$ cat src/rtl/sctag_vuad_byp_ctl.sv
// rtl/sctag_vuad_byp_ctl.sv - VUAD valid/dirty bypass select control for C1 array reads
// Optional SCTAG_VUAD_BYP_PERF_EN adds byp_cnt, a saturating count of bypassed C1 reads.
module sctag_vuad_byp_ctl #(
  parameter int IDX_W = 10
) (
  input  logic             rclk,
  input  logic             reset,
  input  logic             si,
  input  logic             se,
  output logic             so,
  input  logic             inst_vld_c1,
  input  logic             vd_wen_c1,
  input  logic [IDX_W-1:0] idx_c1,
  input  logic             diag_vd_wr_c1,
  output logic             vuad_sel_rd,
  output logic             vuad_sel_c2,
  output logic             vuad_sel_c2orc3,
  output logic             vuad_sel_c4,
  output logic             vuad_sel_c2_d1,
  output logic             sel_vd_wr_data_byp,
  output logic             bistordiag_wr_vd_c4
`ifdef SCTAG_VUAD_BYP_PERF_EN
  ,
  output logic [15:0]      byp_cnt
`endif
);

  // Every flop lives in one packed state word so the scan chain is a plain shift of it.
  typedef struct packed {
`ifdef SCTAG_VUAD_BYP_PERF_EN
    logic [15:0]      cnt;
`endif
    logic [IDX_W-1:0] idx_c6;
    logic [IDX_W-1:0] idx_c5;
    logic [IDX_W-1:0] idx_c4;
    logic [IDX_W-1:0] idx_c3;
    logic [IDX_W-1:0] idx_c2;
    logic             wv_c6;
    logic             wv_c5;
    logic             wv_c4;
    logic             wv_c3;
    logic             wv_c2;
    logic             diag_c4;
    logic             diag_c3;
    logic             diag_c2;
    logic             sel_c2_d1;
    logic             sel_byp;
  } st_t;

  localparam int ST_W = $bits(st_t);

  st_t  st_q;
  st_t  st_d;
  logic m_c2;
  logic m_c3;
  logic m_c4;
  logic m_c5;

  assign m_c2 = inst_vld_c1 & st_q.wv_c2 & (idx_c1 == st_q.idx_c2);
  assign m_c3 = inst_vld_c1 & st_q.wv_c3 & (idx_c1 == st_q.idx_c3);
  assign m_c4 = inst_vld_c1 & st_q.wv_c4 & (idx_c1 == st_q.idx_c4);
  assign m_c5 = inst_vld_c1 & st_q.wv_c5 & (idx_c1 == st_q.idx_c5);

  // Youngest in-flight writer wins.
  assign vuad_sel_c2         = m_c2;
  assign vuad_sel_c2orc3     = m_c2 | m_c3;
  assign vuad_sel_c4         = m_c4 & ~(m_c2 | m_c3);
  assign vuad_sel_rd         = ~(m_c2 | m_c3 | m_c4 | m_c5);
  assign vuad_sel_c2_d1      = st_q.sel_c2_d1;
  assign sel_vd_wr_data_byp  = st_q.sel_byp;
  assign bistordiag_wr_vd_c4 = st_q.diag_c4;
  assign so                  = st_q[ST_W-1];
`ifdef SCTAG_VUAD_BYP_PERF_EN
  assign byp_cnt             = st_q.cnt;
`endif

  always_comb begin
    st_d           = st_q;
    st_d.idx_c2    = idx_c1;
    st_d.idx_c3    = st_q.idx_c2;
    st_d.idx_c4    = st_q.idx_c3;
    st_d.idx_c5    = st_q.idx_c4;
    st_d.idx_c6    = st_q.idx_c5;
    st_d.wv_c2     = inst_vld_c1 & vd_wen_c1;
    st_d.wv_c3     = st_q.wv_c2;
    st_d.wv_c4     = st_q.wv_c3;
    st_d.wv_c5     = st_q.wv_c4;
    st_d.wv_c6     = st_q.wv_c5;
    st_d.diag_c2   = diag_vd_wr_c1;
    st_d.diag_c3   = st_q.diag_c2;
    st_d.diag_c4   = st_q.diag_c3;
    st_d.sel_c2_d1 = m_c2;
    // Reader reaches C2 as the C5 writer reaches C6 and drives its write data.
    st_d.sel_byp   = m_c5;
`ifdef SCTAG_VUAD_BYP_PERF_EN
    if (inst_vld_c1 & ~vuad_sel_rd & (st_q.cnt != 16'hFFFF))
      st_d.cnt = st_q.cnt + 16'd1;
`endif
    // Index registers keep shifting through reset; they are ignored while wv is 0.
    if (reset) begin
      st_d.wv_c2     = 1'b0;
      st_d.wv_c3     = 1'b0;
      st_d.wv_c4     = 1'b0;
      st_d.wv_c5     = 1'b0;
      st_d.wv_c6     = 1'b0;
      st_d.diag_c2   = 1'b0;
      st_d.diag_c3   = 1'b0;
      st_d.diag_c4   = 1'b0;
      st_d.sel_c2_d1 = 1'b0;
      st_d.sel_byp   = 1'b0;
`ifdef SCTAG_VUAD_BYP_PERF_EN
      st_d.cnt       = 16'd0;
`endif
    end
  end

  always_ff @(posedge rclk) begin
    if (se)
      st_q <= {st_q[ST_W-2:0], si};
    else
      st_q <= st_d;
  end

endmodule

$ cat config.mk
export PLATFORM = sky130hd
export DESIGN_NAME = sctag_vuad_byp_ctl
export DESIGN_NICKNAME = d
export VERILOG_FILES = /design/src/rtl/sctag_vuad_byp_ctl.sv
export SDC_FILE = /design/constraint.sdc
export NUM_CORES = 1
export LEC_CHECK = 0
export BUFFER_PORTS_ARGS = -buffer_cell sky130_fd_sc_hd__buf_2
export CORE_MARGIN = 2
export CORE_UTILIZATION = 50
export CTS_BUF_LIST = sky130_fd_sc_hd__clkbuf_16
export CTS_CLUSTER_SIZE = 12
export DETAILED_ROUTE_END_ITERATION = 12
export GPL_TIMING_DRIVEN = 0
export PLACE_DENSITY = 0.69
export SLEW_MARGIN = 5
export SYNTH_ARGS = -nofsm -noshare
export SYNTH_HDL_FRONTEND = slang
export SYNTH_SLANG_ARGS = --single-unit
$ cat constraint.sdc
create_clock -name rclk -period 3 [get_ports rclk]
set_input_delay 0.6 -clock rclk [delete_from_list [all_inputs] [get_ports rclk]]
set_output_delay 0.6 -clock rclk [all_outputs]
set_load 0.01 [all_outputs]
==> impl_metrics.json, run 1 <==
{
  "status": "finished clean",
  "endpoint_kind": "output port",
  "synth_area_leaders": "dfxtp_1 50%, mux2_2 23%, xnor2_1 8.7%",
  "drive_above_1_share_pct": 34.8,
  "num_vias": 1470,
  "cts_tree": "built",
  "grt_pass1_vias": 1527,
  "first_pass_iters": 4,
  "routed_wl_mm": 4.48,
  "crit_slowest_cell": "nor4_1",
  "hpwlAfterDp_mm": 3.36,
  "finalSetupViolCount": 0,
  "arrival_ns": 2.09,
  "synth_cell_types": 23,
  "cp_max_fo": 5,
  "postCtsSetupBuffers": 0,
  "cpPeakStageDelay_ns": 0.64,
  "die-area_sq_um": 5410,
  "avgSynthCellArea_sq_um": 12.0,
  "synth_nets": 218,
  "cp-start-kind": "primary input",
  "rsz0062_at_grt": "false",
  "tightest_slew_ns": 0.695,
  "fin_setup_tns_ns": 0,
  "antenna_found_initial": 0,
  "route.layer.met1.wl_mm": 2.25,
  "io_buffers": 13,
  "viasPerCell": 5.18,
  "hp-class": "reg -> reg",
  "synth_top_area_share_pct": 49.6,
  "n_antenna_cell": 0,
  "die_y_um": 73.6,
  "yosysSeqAreaShare_pct": 49.6,
  "coreArea_sq_um": 4690,
  "cp_num_buf_inv": 2,
  "fin_ws_ns": 0.307,
  "place_ws_ns": 0.341,
  "grt_max_degree": 11,
  "row_count": 25,
  "htreeDepth": 3,
  "slew_violations": 0,
  "fmax_mhz": 371,
  "maxSlewHeadroom_pct": 53.2,
  "nNetsFinal": 242,
  "grt_overflow": 0,
  "avgRoutedWirePerCell_um": 15.8,
  "holdCritStartpoint": "st_q[3]",
  "critPathTopFamily": "simple AND/OR/NAND/NOR gates",
  "clk_latency_ns": 0.32,
  "path_cells": "clkbuf_1 > xnor2_1 > nand3_1 > nor4_1 > nor4b_1 > buf_2",
  "p_total_mw": 2.17,
  "worstPathRequired_ns": 2.40,
  "drcViolationCount": 0,
  "area_growth_pct": 15.9,
  "path_clk_slew_ns": 0.05,
  "yosysWarnings": 0,
  "powerDensity_nw_per_um2": 774,
  "synth-seq-cells": 60,
  "clock_skew_ns": 0.00506,
  "highest_layer": "met4",
  "max-vdd-ir-drop_v": 0.000529,
  "max_cap_violations": 0,
  "synth.cell_area_sq_um": 2420,
  "numCtsBuffers": 9,
  "die_w_um": 73.6,
  "hold_buffers": 0,
  "clock-sinks": 60,
  "hold_viol_final": 0,
  "synth_cells": 201,
  "grt_usage_pct": 19.1,
  "worstSetupPathType": "in -> out",
  "worstSetupStartpoint": "idx_c1[9]",
  "cts.root.buffer_cell": "clkbuf_16",
  "grt_pass1_wl_mm": 7.42,
  "fin_crit_ns": 2.69,
  "finalCritPeriodShare_pct": 89.8,
  "dr_wl_met2_mm": 1.99,
  "cts_resized": 0,
  "yosys.area.top_type": "dfxtp_1",
  "rrSetupSlack_ns": 1.42,
  "drt-initial-drc-count": 52,
  "routed-wl-met3_um": 185,
  "pin_count": 25,
  "p_leak_nw": 1.13,
  "place_congestion": 0.740,
  "r2r-start": "st_d[20]",
  "initial_core_util_pct": 51.6,
  "cts_max_path_buffers": 2,
  "fillers": 421,
  "final_antenna_net_count": 0
}
-- cell usage in the layout (no fill, tap or decap) --
master	n
nor3_4	1
and2_1	6
or4_1	1
xor2_1	16
nand2_1	4
or4_4	1
nor3_1	3
nand2b_1	1
or2_1	1
nand4_1	3
nor4b_1	1
buf_2	16
nor4_1	3
xnor2_1	24
a22o_1	3
a32o_1	1
mux2_2	50
inv_1	3
nand3_1	5
clkbuf_1	8
dfxtp_1	60
clkbuf_16	9
buf_1	3
nor2_1	1
buf_6	2
clkinv_2	1
clkinv_1	3
-- layout make-up --
type	instances	area, sq um	area share (%)
clock inverter	7	27.5	0.981
clock buffer	9	225	8.03
timing repair buffer	13	65.1	2.32
buffer	16	78.8	2.81
sequential	60	1200	42.8
multi-input combinational	125	1140	40.6
tap	54	67.6	2.41
-- worst paths after layout --
check	cells past startpoint	endpoint
hold reg to reg	1	bistordiag_wr_vd_c4
setup reg to reg	4	vuad_sel_c2_d1
hold / removal	1	bistordiag_wr_vd_c4
setup / recovery	6	vuad_sel_rd
-- layer usage --
layer  up-vias  GRT usage, %
li1        742             -
met1       698          25.4
met2        23          28.3
met3         7          7.82
met4         0          6.06
met5         -             0
-- cells in the mapped netlist, drive strengths merged --
cell type  instances
nor4b              1
buf                8
nor3               4
or4                2
nand4              3
nand3              5
xnor2             24
or2                1
dfxtp             60
xor2              16
nor2               1
nor4               3
nand2b             1
a22o               3
nand2              4
and2               6
mux2              50
a32o               1
clkbuf             8
-- state kept, by name (all words and copies together) (netlist names) --
name / cells
bistordiag_wr_vd_c4: 1
st_q: 16
sel_vd_wr_data_byp: 1
so: 1
st_d: 40
vuad_sel_c2_d1: 1
-- metrics by stage --
step / instances / hold WS, ns / cell area, sq um / util, %
finish: 284 / 0.420 / 2810 / 59.8
global route: 284 / 0.465 / 2810 / 59.8
CTS: 284 / 0.423 / 2810 / 59.8
detailed placement: 268 / 0.412 / 2550 / 54.4
global placement: 268 / 0.409 / 2550 / 54.4
floorplan: 201 / 0.406 / 2420 / -
-- where the power goes --
part	switching (mW)	total [mW]	internal, mW	leakage, nW
logic	0.107	0.286	0.179	0.492
registers	0.0956	1.03	0.936	0.503
clock network	0.319	0.855	0.536	0.136
total	0.521	2.17	1.65	1.13
-- kinds of logic after synthesis --
family / share of synthesized area [%]
simple gates: 7.86
compound gates: 1.50
mux: 23.3
buf+inv: 3.26
xor+xnor: 14.5
flops: 49.6
-- worst reg2reg max path, cell delays in order (launching register included) --
cell,delay (ns)
dfxtp_1,0.32
xor2_1,0.16
or4_4,0.54
nor3_4,0.32
a22o_1,0.17
No activity file was read; power rests on OpenSTA's default activity.
==> inputs of run 2 (changes only) <==
- CORE_UTILIZATION: 50 -> 62
- PLACE_DENSITY: 0.69 -> 0.92
- clock period: 3 -> 3.1 ns (I/O delays scaled with it)
==> run 2 against run 1 <==
Worst setup slack improved by 0.056 ns. Cell count fell by 2.1%. Clock skew rose by 0.00094 ns. Via count rose by 4.0%. Combinational power barely moved. Die area fell by 18%. Critical path depth did not move. Design area rose by 0.89%. Core utilization rose by 16 points. Highest routed layer unchanged.
==> impl_metrics.json, run 2 (synthesized netlist as in run 1, its figures left out) <==
{
  "maxSlewHeadroom_pct": 57.9,
  "pin_count": 25,
  "arrival_ns": 2.12,
  "htreeDepth": 3,
  "layout_common_cells": "60 x dfxtp_1, 50 x mux2_2, 24 x xnor2_1, 16 x xor2_1, 16 x buf_2",
  "cts_tree": "built",
  "holdCritStartpoint": "st_q[3]",
  "stdcell_area_sq_um": 2830,
  "n_antenna_cell": 0,
  "p_sw_share_pct": 24.2,
  "largest_reg_flops": 40,
  "powerDensity_nw_per_um2": 787,
  "avgRoutedWirePerCell_um": 17.6,
  "die_y_um": 66.5,
  "io_buffers": 13,
  "hold_slack_ns": 0.443,
  "hold_depth": 1,
  "grt_usage_pct": 25.6,
  "grt_pass1_vias": 1611,
  "die_w_um": 66.5,
  "cts_resized": 0,
  "max-vdd-ir-drop_v": 0.000491,
  "die-area_sq_um": 4420,
  "clock_power_share_pct": 42.3,
  "hold_viol_final": 0,
  "dpl_cell_area_sq_um": 2540,
  "area_growth_pct": 17.0,
  "hpwlAfterDp_mm": 3.38,
  "viasPerCell": 5.50,
  "nNetsFinal": 242,
  "switchingPower_uw": 538,
  "rrSetupSlack_ns": 1.50,
  "status": "finished clean",
  "postCtsSetupBuffers": 0,
  "combPwrFrac_pct": 12.7,
  "fin_ws_ns": 0.363,
  "fin_crit_ns": 2.74,
  "clk_latency_ns": 0.32,
  "place_congestion": 0.828,
  "numCtsBuffers": 9,
  "max_cap_violations": 0,
  "hold_buffers": 0,
  "tightest_slew_ns": 0.626,
  "r2r-start": "st_d[20]",
  "cp-start-kind": "primary input",
  "finalSetupViolCount": 0,
  "cp_max_fo": 5,
  "place_ws_ns": 0.373,
  "finish.utilization_pct": 76.2,
  "fin_setup_tns_ns": 0,
  "antenna_found_initial": 0,
  "drcViolationCount": 0,
  "slew_violations": 0,
  "grt_pass1_wl_mm": 7.92,
  "clock-sinks": 60,
  "p_leak_nw": 1.14,
  "hp-class": "reg -> reg",
  "holdPathEnd": "bistordiag_wr_vd_c4",
  "internal-power_mw": 1.69,
  "worstSetupPathType": "in -> out",
  "grt_max_degree": 11,
  "row_count": 22,
  "r2r_end": "vuad_sel_c2_d1",
  "cts.root.buffer_cell": "clkbuf_16",
  "endpoint_kind": "output port",
  "worstPathRequired_ns": 2.48,
  "rsz0062_at_grt": "false",
  "path_clk_slew_ns": 0.05,
  "fmax_mhz": 365,
  "final_antenna_net_count": 0,
  "cts_max_path_buffers": 2,
  "rr_worst_depth": 4,
  "drive_above_1_share_pct": 36.5,
  "routed_wl_mm": 4.91,
  "first_pass_iters": 4,
  "finalCritPeriodShare_pct": 88.3,
  "num_vias": 1529,
  "grt_overflow": 0,
  "drt-initial-drc-count": 70,
  "seqPwrFrac_pct": 44.9,
  "coreArea_sq_um": 3720,
  "initial_core_util_pct": 65.1,
  "final_common_cell": "dfxtp_1",
  "clock_skew_ns": 0.00601
}
==> run 2: per-layer routing <==
metal	track usage, %	wire, um
met1	30.1	2100
met5	0	0
met4	10.2	83
met2	42.0	2490
met3	9.80	227
==> run 2: critical path: stages <==
cell      delay, ns
clkbuf_1       0.29
xor2_1         0.12
or4_1          0.50
nor3_1         0.31
nor4b_1        0.10
buf_2          0.17
==> run 2: per-stage QoR <==
step	std cells	power (mW)
2_1_floorplan	201	1.22
3_3_place_gp	262	1.28
3_5_place_dp	262	1.29
4_1_cts	278	2.24
5_1_grt	278	2.31
6_report	278	2.23
==> run 2: area by class of cell <==
cell class	instances	area [sq um]
sequential	60	1200
multi-input combinational	125	1140
fill	265	886
clock buffer	9	225
buffer	16	78.8
timing repair buffer	13	65.1
clock inverter	7	60.1
tap	48	60.1
==> run 2: worst max-delay path by stage <==
stage,from,endpoint,cells past startpoint
floorplan,idx_c1[8],vuad_sel_c2orc3,5
global route,idx_c1[9],vuad_sel_c4,6
global placement,idx_c1[2],vuad_sel_c2orc3,6
finish,idx_c1[1],vuad_sel_rd,6
CTS,idx_c1[1],vuad_sel_rd,6
detailed placement,idx_c1[1],vuad_sel_rd,6
==> run 2: power groups by stage <==
stage / registers, mW / clock network (mW) / logic (mW)
after floorplan: 0.985 / 0 / 0.231
after global placement: 1.01 / 0 / 0.268
after detailed placement: 1.02 / 0 / 0.279
after CTS: 1.00 / 0.954 / 0.285
after global routing: 1.02 / 0.990 / 0.308
final: 1.00 / 0.943 / 0.284
==> inputs of run 3 (changes only) <==
- SETUP_SLACK_MARGIN: default -> 0.5
==> run 3 against run 2 <==
Combinational power increased by 3%. Clock skew barely moved. Largest cell class unchanged. Hold slack got worse by 0.0019 ns. Core utilization rose by 1.3 points. Critical path depth unchanged. Via count down 0.98%. Sequential share of layout area is 0.70 points lower. Highest routed layer unchanged. Die area stayed put. Worst setup slack improved by 0.18 ns. Global-route usage up 0.18 points.
==> impl_metrics.json, run 3 (synthesized netlist as in run 1, its figures left out) <==
{
  "slew_violations": 0,
  "avgRoutedWirePerCell_um": 17.8,
  "grt_overflow": 0,
  "multiInputGateArea_sq_um": 1160,
  "p_leak_nw": 1.18,
  "hpwlAfterDp_mm": 3.38,
  "fmax_mhz": 390,
  "cts.root.buffer_cell": "clkbuf_16",
  "status": "finished clean",
  "clk_latency_ns": 0.32,
  "routed-wl-met3_um": 180,
  "tightest_slew_ns": 0.583,
  "route.layer.met1.wl_mm": 2.17,
  "worstPathRequired_ns": 2.48,
  "layout_common_cells": "60 x dfxtp_1, 50 x mux2_2, 24 x xnor2_1, 16 x xor2_1, 15 x buf_2",
  "cts_tree": "built",
  "drcViolationCount": 0,
  "place_congestion": 0.828,
  "drt-initial-drc-count": 89,
  "register_area_sq_um": 1200,
  "grt_pass1_wl_mm": 7.98,
  "arrival_ns": 1.94,
  "endpoint_kind": "output port",
  "fin_setup_tns_ns": 0,
  "n_antenna_cell": 0,
  "antenna_found_initial": 0,
  "fin_crit_ns": 2.56,
  "grt_max_degree": 11,
  "finalSetupViolCount": 0,
  "clock_skew_ns": 0.00583,
  "coreArea_sq_um": 3720,
  "routed_wl_mm": 4.98,
  "io_buffers": 13,
  "crit_slowest_cell": "or4_4",
  "cp_max_fo": 5,
  "critPathTopFamily": "simple AND/OR/NAND/NOR gates",
  "path_clk_slew_ns": 0.05,
  "cpPeakStageDelay_ns": 0.52,
  "drive_above_1_share_pct": 40.5,
  "hold_viol_final": 0,
  "area_growth_pct": 18.9,
  "cp-start-kind": "primary input",
  "first_pass_iters": 4,
  "cts_max_path_buffers": 2,
  "largest_reg_flops": 40,
  "num_vias": 1514,
  "worstSetupPathType": "in -> out",
  "clock-sinks": 60,
  "fillers": 247,
  "maxSlewHeadroom_pct": 61.2,
  "highest_layer": "met4",
  "numCtsBuffers": 9,
  "place_ws_ns": 0.373,
  "htreeDepth": 3,
  "dr_wl_met2_mm": 2.53,
  "powerDensity_nw_per_um2": 778,
  "pin_count": 25,
  "finalCritPeriodShare_pct": 82.6,
  "die_y_um": 66.5,
  "row_count": 22,
  "fin_ws_ns": 0.539,
  "grt_pass1_vias": 1625,
  "hold_buffers": 0,
  "rsz0062_at_grt": "true",
  "max-vdd-ir-drop_v": 0.000491,
  "die-area_sq_um": 4420,
  "viasPerCell": 5.41,
  "hold_slack_ns": 0.441,
  "max_cap_violations": 0,
  "path_cells": "buf_6 > xor2_1 > or4_4 > nor3_4 > or2_1 > buf_2",
  "hp-class": "reg -> reg",
  "finish.utilization_pct": 77.4,
  "final_common_cell": "dfxtp_1",
  "cp_num_buf_inv": 2,
  "grt_usage_pct": 25.8,
  "final_antenna_net_count": 0,
  "nNetsFinal": 244,
  "die_w_um": 66.5,
  "initial_core_util_pct": 65.1
}
run 3: path summary, 6_finish.rpt:
kind / startpoint / endpoint / slack, ns / cells after the start
max: idx_c1[3] / vuad_sel_c2orc3 / 0.54 / 6
min: st_q[3] / bistordiag_wr_vd_c4 / 0.44 / 1
max reg2reg: st_d[20] / vuad_sel_c2_d1 / 1.48 / 5
min reg2reg: st_q[3] / bistordiag_wr_vd_c4 / 0.44 / 1
run 3: metrics by stage:
step / total power [mW] / cells / instance area [sq um]
finish: 2.24 / 280 / 2880
global route: 2.32 / 280 / 2880
CTS: 2.24 / 278 / 2840
detailed placement: 1.29 / 262 / 2540
global placement: 1.28 / 262 / 2540
floorplan: 1.22 / 201 / 2420
run 3: what timing repair did:
action | CTS | global route
buffers inserted | 0 | 2
pin swaps | 1 | 1
setup endpoints to repair | 3 | 3
gates resized for setup | 3 | 12
run 3: routing by layer:
metal	GRT usage, %	vias to the layer above
li1	-	737
met1	29.3	734
met2	43.0	32
met3	10.1	11
met4	10.7	0
met5	0	-
run 3: report_power, final:
group,total (mW),leakage (nW),internal (mW),switching (mW)
Combinational,0.292,0.530,0.176,0.116
Sequential,1.00,0.503,0.905,0.0972
Clock,0.944,0.148,0.610,0.334
Total,2.24,1.18,1.69,0.547
run 3: layout make-up:
type,instances,area share (%)
Buffer,16,3.04
Clock buffer,9,7.83
Clock inverter,7,2.09
Multi-Input combinational cell,125,40.4
Sequential cell,60,41.7
Tap cell,48,2.09
Timing Repair Buffer,15,2.78
run 3: worst reg2reg max path, cell delays in order (launching register included):
cell	delay, ns
dfxtp_1	0.33
xor2_1	0.17
or4_4	0.54
nor3_4	0.25
buf_4	0.17
a22o_1	0.11
